--- config.mk ---
export PLATFORM = sky130hd
export DESIGN_NAME = uart_arbiter
export DESIGN_NICKNAME = d
export VERILOG_FILES = /design/src/rtl/uart_arb_pkg.sv /design/src/rtl/uart_arb_channel.sv /design/src/rtl/uart_arbiter.sv
export SDC_FILE = /design/constraint.sdc
export NUM_CORES = 1
export LEC_CHECK = 0
export CAP_MARGIN = 40
export CORE_ASPECT_RATIO = 0.8
export CORE_UTILIZATION = 51
export DETAILED_ROUTE_END_ITERATION = 8
export GPL_TIMING_DRIVEN = 0
export MAX_ROUTING_LAYER = met4
export PLACE_DENSITY = 0.88
export RECOVER_POWER = 100
export SLEW_MARGIN = 25
export SYNTH_ARGS = -nofsm -noshare
export SYNTH_HDL_FRONTEND = slang
export SYNTH_SLANG_ARGS = --single-unit
--- constraint.sdc ---
create_clock -name clk -period 3.15 [get_ports clk]
set_input_delay 0.63 -clock clk [delete_from_list [all_inputs] [get_ports clk]]
set_output_delay 0.63 -clock clk [all_outputs]
set_load 0.02 [all_outputs]
--- src/rtl/uart_arb_pkg.sv ---
// Shared types and constants for the two-master UART arbiter.
package uart_arb_pkg;

    // Per-channel arbitration state
    typedef enum logic [1:0] {
        ST_IDLE  = 2'd0,
        ST_ISSUE = 2'd1,
        ST_WAIT  = 2'd2
    } arb_state_t;

    localparam logic [1:0] SZ_BYTE     = 2'b00;
    localparam logic [1:0] SZ_WORD     = 2'b11;
    localparam int         NUM_MASTERS = 2;

    // Only byte and word transfers are forwarded; other size codes are dropped
    function automatic logic size_legal(input logic [1:0] sz);
        return (sz == SZ_BYTE) || (sz == SZ_WORD);
    endfunction

endpackage

--- src/rtl/uart_arb_channel.sv ---
// One arbitration channel (read or write): request latches, winner selection,
// single-cycle issue and wait-for-done, with per-master done/rdata return.
// The lock input is tied low by the top when UART_ARB_LOCK_EN is not defined.
module uart_arb_channel
    import uart_arb_pkg::*;
#(
    parameter int FIXED_PRIO = 0
)
(
    input  logic        clk,
    input  logic        rstn,
    input  logic [1:0]  req,
    input  logic [1:0]  size0,
    input  logic [1:0]  size1,
    input  logic [31:0] data0,
    input  logic [31:0] data1,
    input  logic [1:0]  lock,
    output logic        buf_enable,
    output logic [1:0]  buf_size,
    output logic [31:0] buf_data,
    input  logic [31:0] buf_rdata,
    input  logic        buf_done,
    output logic [1:0]  done,
    output logic [31:0] rdata0,
    output logic [31:0] rdata1
);

    arb_state_t             state_reg;
    logic [NUM_MASTERS-1:0] pend_reg;
    logic                   owner_reg;
    logic                   last_reg;
    logic                   lock_hold_reg;
    logic [1:0]             size_lat_reg [NUM_MASTERS];
    logic [31:0]            data_lat_reg [NUM_MASTERS];
    logic [31:0]            rdata_reg    [NUM_MASTERS];

    logic [1:0]             req_size [NUM_MASTERS];
    logic [31:0]            req_data [NUM_MASTERS];
    logic [NUM_MASTERS-1:0] accept;
    logic                   finish;
    logic                   grant_valid;
    logic                   grant;

    assign req_size[0] = size0;
    assign req_size[1] = size1;
    assign req_data[0] = data0;
    assign req_data[1] = data1;
    assign rdata0      = rdata_reg[0];
    assign rdata1      = rdata_reg[1];

    assign finish = (state_reg == ST_WAIT) && buf_done;

    // A request is taken when that master has nothing pending, or when its
    // pending transfer completes in this very cycle (so a held enable re-arms).
    generate
        for (genvar gi = 0; gi < NUM_MASTERS; gi++) begin : g_capture
            assign accept[gi] = req[gi] && size_legal(req_size[gi]) &&
                                (!pend_reg[gi] || (finish && (owner_reg == 1'(gi))));
        end
    endgenerate

    // Winner selection: a held lock restricts the grant to the previous owner,
    // otherwise fixed priority or round-robin against the last winner.
    always_comb begin
        grant_valid = 1'b0;
        grant       = 1'b0;
        if (lock_hold_reg && lock[last_reg]) begin
            grant_valid = pend_reg[last_reg];
            grant       = last_reg;
        end else if (pend_reg == 2'b11) begin
            grant_valid = 1'b1;
            grant       = (FIXED_PRIO != 0) ? 1'b0 : ~last_reg;
        end else if (pend_reg != 2'b00) begin
            grant_valid = 1'b1;
            grant       = pend_reg[1];
        end
    end

    // Channel FSM with request latches and registered buffer/master outputs
    always_ff @(posedge clk or negedge rstn) begin
        if (!rstn) begin
            state_reg     <= ST_IDLE;
            pend_reg      <= '0;
            owner_reg     <= 1'b0;
            last_reg      <= 1'b1;
            lock_hold_reg <= 1'b0;
            buf_enable    <= 1'b0;
            buf_size      <= SZ_BYTE;
            buf_data      <= '0;
            done          <= '0;
            for (int i = 0; i < NUM_MASTERS; i++) begin
                size_lat_reg[i] <= SZ_BYTE;
                data_lat_reg[i] <= '0;
                rdata_reg[i]    <= '0;
            end
        end else begin
            done <= '0;
            for (int i = 0; i < NUM_MASTERS; i++) begin
                if (accept[i]) begin
                    pend_reg[i]     <= 1'b1;
                    size_lat_reg[i] <= req_size[i];
                    data_lat_reg[i] <= req_data[i];
                end
            end
            case (state_reg)
                ST_IDLE: begin
                    if (grant_valid) begin
                        buf_size   <= size_lat_reg[grant];
                        buf_data   <= data_lat_reg[grant];
                        owner_reg  <= grant;
                        buf_enable <= 1'b1;
                        state_reg  <= ST_ISSUE;
                    end
                end
                ST_ISSUE: begin
                    buf_enable <= 1'b0;
                    state_reg  <= ST_WAIT;
                end
                ST_WAIT: begin
                    // size/data stay put: the buffer retries with the live values
                    if (buf_done) begin
                        done[owner_reg]      <= 1'b1;
                        rdata_reg[owner_reg] <= buf_rdata;
                        if (!accept[owner_reg]) begin
                            pend_reg[owner_reg] <= 1'b0;
                        end
                        last_reg      <= owner_reg;
                        lock_hold_reg <= lock[owner_reg];
                        state_reg     <= ST_IDLE;
                    end
                end
                default: state_reg <= ST_IDLE;
            endcase
        end
    end

    // A done from the buffer outside WAIT has no owner and is dropped
    assert property (@(posedge clk) disable iff (!rstn) buf_done |-> (state_reg == ST_WAIT));

endmodule

--- src/rtl/uart_arbiter.sv ---
// Two-master arbiter in front of uart_buffer: independent read and write
// channels, each serialising requests from the core (m0) and loader (m1).
// Optional feature macro: UART_ARB_LOCK_EN adds m0_lock/m1_lock ownership hold.
module uart_arbiter
    import uart_arb_pkg::*;
#(
    parameter int FIXED_PRIO = 0
)
(
    input  logic        clk,
    input  logic        rstn,
    input  logic        m0_renable,
    input  logic        m1_renable,
    input  logic [1:0]  m0_rsize,
    input  logic [1:0]  m1_rsize,
    output logic [31:0] m0_rdata,
    output logic [31:0] m1_rdata,
    output logic        m0_rdone,
    output logic        m1_rdone,
    input  logic        m0_wenable,
    input  logic        m1_wenable,
    input  logic [1:0]  m0_wsize,
    input  logic [1:0]  m1_wsize,
    input  logic [31:0] m0_wdata,
    input  logic [31:0] m1_wdata,
    output logic        m0_wdone,
    output logic        m1_wdone,
`ifdef UART_ARB_LOCK_EN
    input  logic        m0_lock,
    input  logic        m1_lock,
`endif
    output logic        buf_renable,
    output logic [1:0]  buf_rsize,
    input  logic [31:0] buf_rdata,
    input  logic        buf_rdone,
    output logic        buf_wenable,
    output logic [1:0]  buf_wsize,
    output logic [31:0] buf_wdata,
    input  logic        buf_wdone
);

    logic [1:0]  lock_vec;
    logic [1:0]  rd_done;
    logic [1:0]  wr_done;
    logic [31:0] rd_wdata_unused;
    logic [31:0] wr_rdata0_unused;
    logic [31:0] wr_rdata1_unused;

`ifdef UART_ARB_LOCK_EN
    assign lock_vec = {m1_lock, m0_lock};
`else
    assign lock_vec = 2'b00;
`endif

    assign m0_rdone = rd_done[0];
    assign m1_rdone = rd_done[1];
    assign m0_wdone = wr_done[0];
    assign m1_wdone = wr_done[1];

    // Read channel: no write data, returns buffer rdata to the owner
    uart_arb_channel #(.FIXED_PRIO(FIXED_PRIO)) u_rd_channel (
        .clk        (clk),
        .rstn       (rstn),
        .req        ({m1_renable, m0_renable}),
        .size0      (m0_rsize),
        .size1      (m1_rsize),
        .data0      (32'h0),
        .data1      (32'h0),
        .lock       (lock_vec),
        .buf_enable (buf_renable),
        .buf_size   (buf_rsize),
        .buf_data   (rd_wdata_unused),
        .buf_rdata  (buf_rdata),
        .buf_done   (buf_rdone),
        .done       (rd_done),
        .rdata0     (m0_rdata),
        .rdata1     (m1_rdata)
    );

    // Write channel: forwards latched write data, nothing comes back
    uart_arb_channel #(.FIXED_PRIO(FIXED_PRIO)) u_wr_channel (
        .clk        (clk),
        .rstn       (rstn),
        .req        ({m1_wenable, m0_wenable}),
        .size0      (m0_wsize),
        .size1      (m1_wsize),
        .data0      (m0_wdata),
        .data1      (m1_wdata),
        .lock       (lock_vec),
        .buf_enable (buf_wenable),
        .buf_size   (buf_wsize),
        .buf_data   (buf_wdata),
        .buf_rdata  (32'h0),
        .buf_done   (buf_wdone),
        .done       (wr_done),
        .rdata0     (wr_rdata0_unused),
        .rdata1     (wr_rdata1_unused)
    );

endmodule

==> results.ini, run 1 <==
[grt]
antenna_found_initial=0
grt_max_degree=98
grt_pass1_wl_um=28950
gr-total-overflow=0
grt_usage_pct=25.12
grt_pass1_vias=5469

[synthesis]
yosysUniqueCellTypes=34
synth-adder-area-share_pct=0
syn-num-nets=596
synth_flop_cell=dfrtp_1
synth_top_family_by_area=multiplexers
yosysSeqAreaShare_pct=61.95
synth_edf_count=0
syn_area_per_cell_um2=15.86
synth_compound_area_share_pct=1.711
synthesis.area_um2=7679
async_flop_share_pct=100.0
synth_simple_gate_area_share_pct=3.177
syn_inst=484
synthMuxAreaShare_pct=30.47
synth-warning-count=0
ys_seq_elements=190
synth_xor_xnor_area_share_pct=0.4562

[setup_path]
crit_required_ns=3.45
cp.depth=5
crit_path_start_kind=primary input
crit_path_frequent_cell=clkbuf_1
r2r-end=u_wr_channel.buf_data[5]
cp_max_fo=10
endpoint=u_rd_channel.rdata1[21]
slowest_stage=clkbuf_1
crit_start=buf_rdone
worstSetupPathType=in2reg
critPathArrivalTime_ns=2.81
worstRegToRegCells=5
worst-path-buf-inv=3
crit_family=buffers and inverters
path_cells=dlygate4sd3_1, nand4b_1, clkbuf_1, clkbuf_1, mux2_2
end_kind=register
timing.rr.start=u_wr_channel.pend_reg[1]
r2r_setup_slack_ns=0.83
slowest_delay_ns=0.63

[power]
p_sw_mw=3.719
p_int_mw=7.532
pwr-share-clk_pct=19.3
power_frac_comb_pct=42.9
finalPower_mw=11.25
p_per_area_nw_per_um2=1055
peakVddDrop_mv=0.6123
p_seq_share_pct=37.7
cellLeakagePower_nw=4.668
sw_frac_of_total_pct=33.06

[clocking]
cts.sinks=190
cts_hold_repair.buffers=0
cts_buffers=17
cts_setup_buffers=0
htree_levels=4
clk_latency_ns=0.42
clock-root-buffer=clkbuf_16
cts.path.max_buffers=2
cts.clk_slew.worst_paths_ns=0.07
ctsResizeCount=0
cts_tree=yes

[timing]
finalHoldViolations=0
skew_ns=0.007754
clock.fmax_mhz=398.5
min_period_ns=2.509
rsz0062_at_grt=false
whs_ns=0.1867
maxSlewHeadroom_pct=17.08
worst_pin_slew_ns=1.244
slew_viol_final=0
setup_viol=0
finalCritPeriodShare_pct=79.66

[place]
placed_cells=887
gp_congestion=0.8069
dpl.hpwl_um=12750
portBuffers=217

[routing]
drt-initial-drc-count=257
vias=4900
drt_wl_total_um=17540
via_per_inst=5.338
wire_per_inst_um=19.11
route.detailed.drc=15
final_antenna_net_count=0
first_pass_iters=8

[die]
die_h_um=111.8
initial_utilization_pct=52.98
num_rows=39
ioPinCount=218
die_x_um=139.2
core_um2=14490
fp.dieArea_um2=15550

[cells_and_area]
n_antenna_cell=0
syn_to_final_growth_pct=38.93
drive_gt1_share_pct=34.74
layout_common_cells=mux2_2 (203), dfrtp_1 (188), clkdlybuf4s50_1 (108), dlygate4sd3_1 (108), clkbuf_16 (17)
final_nets=834
stdcell_count=918
largest_reg_flops=64
mostFrequentLayoutCell=mux2_2

[run]
max_cap_violations=0

[outcome]
outcome=finished, violations left
violations=DRC

[min_path]
hold_path_class=in2async

power groups by stage:
| stage | Clock [mW] | Sequential, mW | Combinational (mW) |
|---|---|---|---|
| 5_1_grt | 2.34 | 4.40 | 5.14 |
| 2_1_floorplan | 0 | 4.98 | 2.26 |
| 3_5_place_dp | 0 | 4.31 | 5.13 |
| 4_1_cts | 2.23 | 4.29 | 5.16 |
| 3_3_place_gp | 0 | 4.22 | 4.92 |
| 6_report | 2.18 | 4.24 | 4.83 |
worst min path at each step:
| stage | start | to | slack [ns] | cells past startpoint |
|---|---|---|---|---|
| after floorplan | rstn | u_rd_channel.buf_enable | 0.33 | 0 |
| after global placement | u_wr_channel.data_lat_reg[6] | u_wr_channel.data_lat_reg[6] | 0.46 | 1 |
| after detailed placement | u_wr_channel.data_lat_reg[5] | u_wr_channel.data_lat_reg[5] | 0.47 | 1 |
| after CTS | rstn | u_wr_channel.data_lat_reg[58] | 0.24 | 1 |
| after global routing | rstn | u_wr_channel.buf_data[26] | 0.25 | 1 |
| final | rstn | u_wr_channel.data_lat_reg[58] | 0.19 | 1 |
worst register-to-register path: cells and delay by family, from the launching register on:
kind | cells | cell delay [ns]
and+or+nand+nor | 2 | 0.79
buffers and inverters | 2 | 0.64
DFF | 1 | 0.43
muxes | 1 | 0.36
logic make-up (layout without fill, tap and decap cells):
family / Yosys count / count (layout)
buffers and inverters: 28 / 278
XOR/XNOR: 4 / 4
AND/OR/NAND/NOR: 36 / 36
flip-flops: 190 / 190
multiplexers: 208 / 208
AO/OA/AOI/OAI: 18 / 18
cell usage after synthesis (2+ instances only):
cell type | number | area, um^2
nand4_1 | 3 | 18.77
buf_6 | 5 | 56.30
nand4b_1 | 3 | 26.28
mux2i_1 | 2 | 20.02
a211oi_1 | 2 | 15.01
dfrtp_1 | 188 | 4705
inv_1 | 8 | 30.03
mux2_1 | 2 | 22.52
xnor2_1 | 2 | 17.52
a21o_1 | 2 | 15.01
nor2b_1 | 2 | 12.51
nand2_1 | 10 | 37.54
and2_1 | 2 | 12.51
nor2_1 | 2 | 7.510
nand2b_1 | 3 | 18.77
dfstp_2 | 2 | 52.55
and4b_1 | 2 | 20.02
o21ai_0 | 10 | 50.05
nand3b_1 | 2 | 15.01
buf_4 | 4 | 30.03
buf_2 | 11 | 55.05
mux2_2 | 204 | 2297
xor2_1 | 2 | 17.52
layout make-up:
class,instances,area (um^2)
buffer,20,133.9
clock buffer,18,439.2
clock inverter,13,163.9
fill,894,3825
inverter,8,30.03
multi-input combinational,266,2725
sequential,190,4757
tap,184,230.2
timing repair buffer,219,2188
routing by layer:
| metal | track usage [%] | share of wire, % |
|---|---|---|
| met5 | - | 0 |
| met4 | 8.444 | 1.7 |
| met3 | 5.419 | 4.5 |
| met2 | 41.08 | 50 |
| met1 | 31.22 | 43 |
per-stage QoR:
stage	cell area, um^2	util, %	worst slack [ns]	setup TNS, ns
floorplan	7679	-	1.290	0
global placement	10080	69.56	-5.807	-1096.13
detailed placement	10120	69.84	0.4875	0
CTS	10720	74.00	0.9320	0
global route	10670	73.61	0.5180	0
finish	10670	73.61	0.6408	0
Note: power is estimated with default switching activity, not from simulation.
==> inputs of run 2 (changes only) <==
--- a/config.mk
+++ b/config.mk
@@ -7,11 +7,11 @@
 export LEC_CHECK = 0
 export CAP_MARGIN = 40
 export CORE_ASPECT_RATIO = 0.8
-export CORE_UTILIZATION = 51
+export CORE_UTILIZATION = 48
 export DETAILED_ROUTE_END_ITERATION = 8
 export GPL_TIMING_DRIVEN = 0
 export MAX_ROUTING_LAYER = met4
-export PLACE_DENSITY = 0.88
+export PLACE_DENSITY = 0.83
 export RECOVER_POWER = 100
 export SLEW_MARGIN = 25
 export SYNTH_ARGS = -nofsm -noshare
==> constraint.sdc (replaced) <==
create_clock -name clk -period 2.6 [get_ports clk]
set_input_delay 0.52 -clock clk [delete_from_list [all_inputs] [get_ports clk]]
set_output_delay 0.52 -clock clk [all_outputs]
set_load 0.02 [all_outputs]
==> run 2 against run 1 <==
Against the previous run:
- the flow now finishes without violations
- via count hardly changed
- design area is 1.2% higher
- clock-buffer cell count is 1 higher
- hold slack better by 0.30 ns
- clock power increased by 37%
- routed wire length increased by 1.3%
- setup slack got worse by 0.33 ns
- clock skew is 0.0069 ns higher
- utilization is 3.1 points lower
- die area up 6.1%
- critical path depth is the same
- highest routed layer unchanged
==> results.ini, run 2 (synthesis results as in run 1) <==
[outcome]
outcome=completed

[clocking]
cts_buffers=17
cts.path.max_buffers=2
cts.clk_slew.worst_paths_ns=0.07
cts_setup_buffers=0
cts_tree=yes
ctsResizeCount=0
clk_latency_ns=0.42
cts.sinks=190
htree_levels=4
clock-root-buffer=clkbuf_16

[die]
core_um2=15310
ioPinCount=218
die_x_um=143.4
die_h_um=115.1
initial_utilization_pct=50.14
num_rows=40
fp.dieArea_um2=16510

[setup_path]
slowest_stage=dlygate4sd3_1
critPathArrivalTime_ns=2.60
worstSetupPathType=in2reg
path_cells=dlygate4sd3_1, nand4b_1, clkbuf_1, clkbuf_1, mux2_2
end_kind=register
crit_path_start_kind=primary input
crit_required_ns=2.91
crit_path_frequent_cell=clkbuf_1
cp_max_fo=10
slowest_delay_ns=0.58

[timing]
fin_setup_tns_ns=0
worst_pin_slew_ns=1.103
skew_ns=0.01464
min_period_ns=2.288
setup_viol=0
maxSlewHeadroom_pct=26.50
slew_viol_final=0
rsz0062_at_grt=false
clock.fmax_mhz=437.0
finalHoldViolations=0
finalCritPeriodShare_pct=88.01

[power]
finalPower_mw=14.01
p_int_mw=9.456
p_seq_share_pct=36.8
power_frac_comb_pct=41.9
sw_frac_of_total_pct=32.50
peakVddDrop_mv=0.6204
p_sw_mw=4.552
cellLeakagePower_nw=4.739
p_per_area_nw_per_um2=1297
pwr-share-clk_pct=21.3

[grt]
gr-total-overflow=0
grt_pass1_wl_um=27880
antenna_found_initial=0
grt_pass1_vias=5459
grt_max_degree=84
grt_usage_pct=23.31

[routing]
final_antenna_net_count=0
vias=4901
drt-initial-drc-count=119
first_pass_iters=4
via_per_inst=5.175
drt_wl_total_um=17770
wire_per_inst_um=18.77
route.detailed.drc=0

[cells_and_area]
n_antenna_cell=0
final_nets=836
largest_reg_flops=64
mostFrequentLayoutCell=mux2_2
drive_gt1_share_pct=35.01
syn_to_final_growth_pct=40.64
postLayoutCoreUtil_pct=70.51
layout_common_cells=mux2_2 (201), dfrtp_1 (188), dlygate4sd3_1 (109), clkdlybuf4s50_1 (108), clkbuf_16 (17)

[min_path]
hold_path_class=reg2reg

[place]
portBuffers=217
dpl.hpwl_um=12930
gp_congestion=0.7749

[run]
max_cap_violations=0

==> run 2: worst paths after layout <==
path / cells past startpoint / start / slack, ns / endpoint
min in group asynchronous: 2 / rstn / 0.52 / u_wr_channel.data_lat_reg[25]
max in group asynchronous: 3 / rstn / 0.70 / u_rd_channel.rdata0[14]
worst max-delay path: 5 / buf_rdone / 0.31 / u_rd_channel.rdata1[12]
worst min-delay path: 1 / u_rd_channel.buf_enable / 0.48 / u_rd_channel.buf_enable
worst min register to register: 1 / u_rd_channel.buf_enable / 0.48 / u_rd_channel.buf_enable
worst max register to register: 5 / u_wr_channel.pend_reg[1] / 0.44 / u_wr_channel.buf_data[9]
==> run 2: layer usage <==
layer	global-route usage (%)	wire (um)	up-vias
met2	38.96	9031	146
met4	8.511	382	0
met3	5.414	870	30
met1	27.60	7488	2513
li1	-	-	2212
met5	-	0	-
==> run 2: layout make-up <==
| type | instances | area [um^2] |
|---|---|---|
| buffer | 20 | 123.9 |
| clock inverter | 13 | 232.7 |
| tap | 210 | 262.8 |
| timing repair buffer | 221 | 2210 |
| fill | 1030 | 4516 |
| sequential | 190 | 4757 |
| multi-input combinational | 266 | 2730 |
| inverter | 8 | 30.03 |
| clock buffer | 19 | 452.9 |
==> run 2: timing repair <==
action	in CTS	in global routing
endpoints found under the setup margin	0	0
hold endpoints to repair	26	0
hold buffers	1	0
==> run 2: stage by stage <==
stage	cells	setup WS, ns	area (um^2)	hold WS (ns)
finish	947	0.3117	10800	0.4837
CTS	947	0.5075	10880	0.4897
floorplan	484	0.8495	7679	0.2244
global route	947	0.2223	10800	0.5034
global placement	911	-6.335	10110	0.4614
detailed placement	914	0.04960	10180	0.3912
==> run 2: worst max-delay path: cells and delay by family <==
kind	cells	cell delay [ns]
buffers and inverters	3	1.55
muxes	1	0.41
and+or+nand+nor	1	0.11
==> run 2: power groups by stage <==
| stage | registers [mW] | clock network (mW) | logic, mW |
|---|---|---|---|
| after floorplan | 6.03 | 0 | 2.74 |
| after global placement | 5.12 | 0 | 5.98 |
| after detailed placement | 5.24 | 0 | 6.23 |
| after CTS | 5.21 | 3.03 | 6.27 |
| after global routing | 5.33 | 3.16 | 6.24 |
| final | 5.15 | 2.99 | 5.87 |
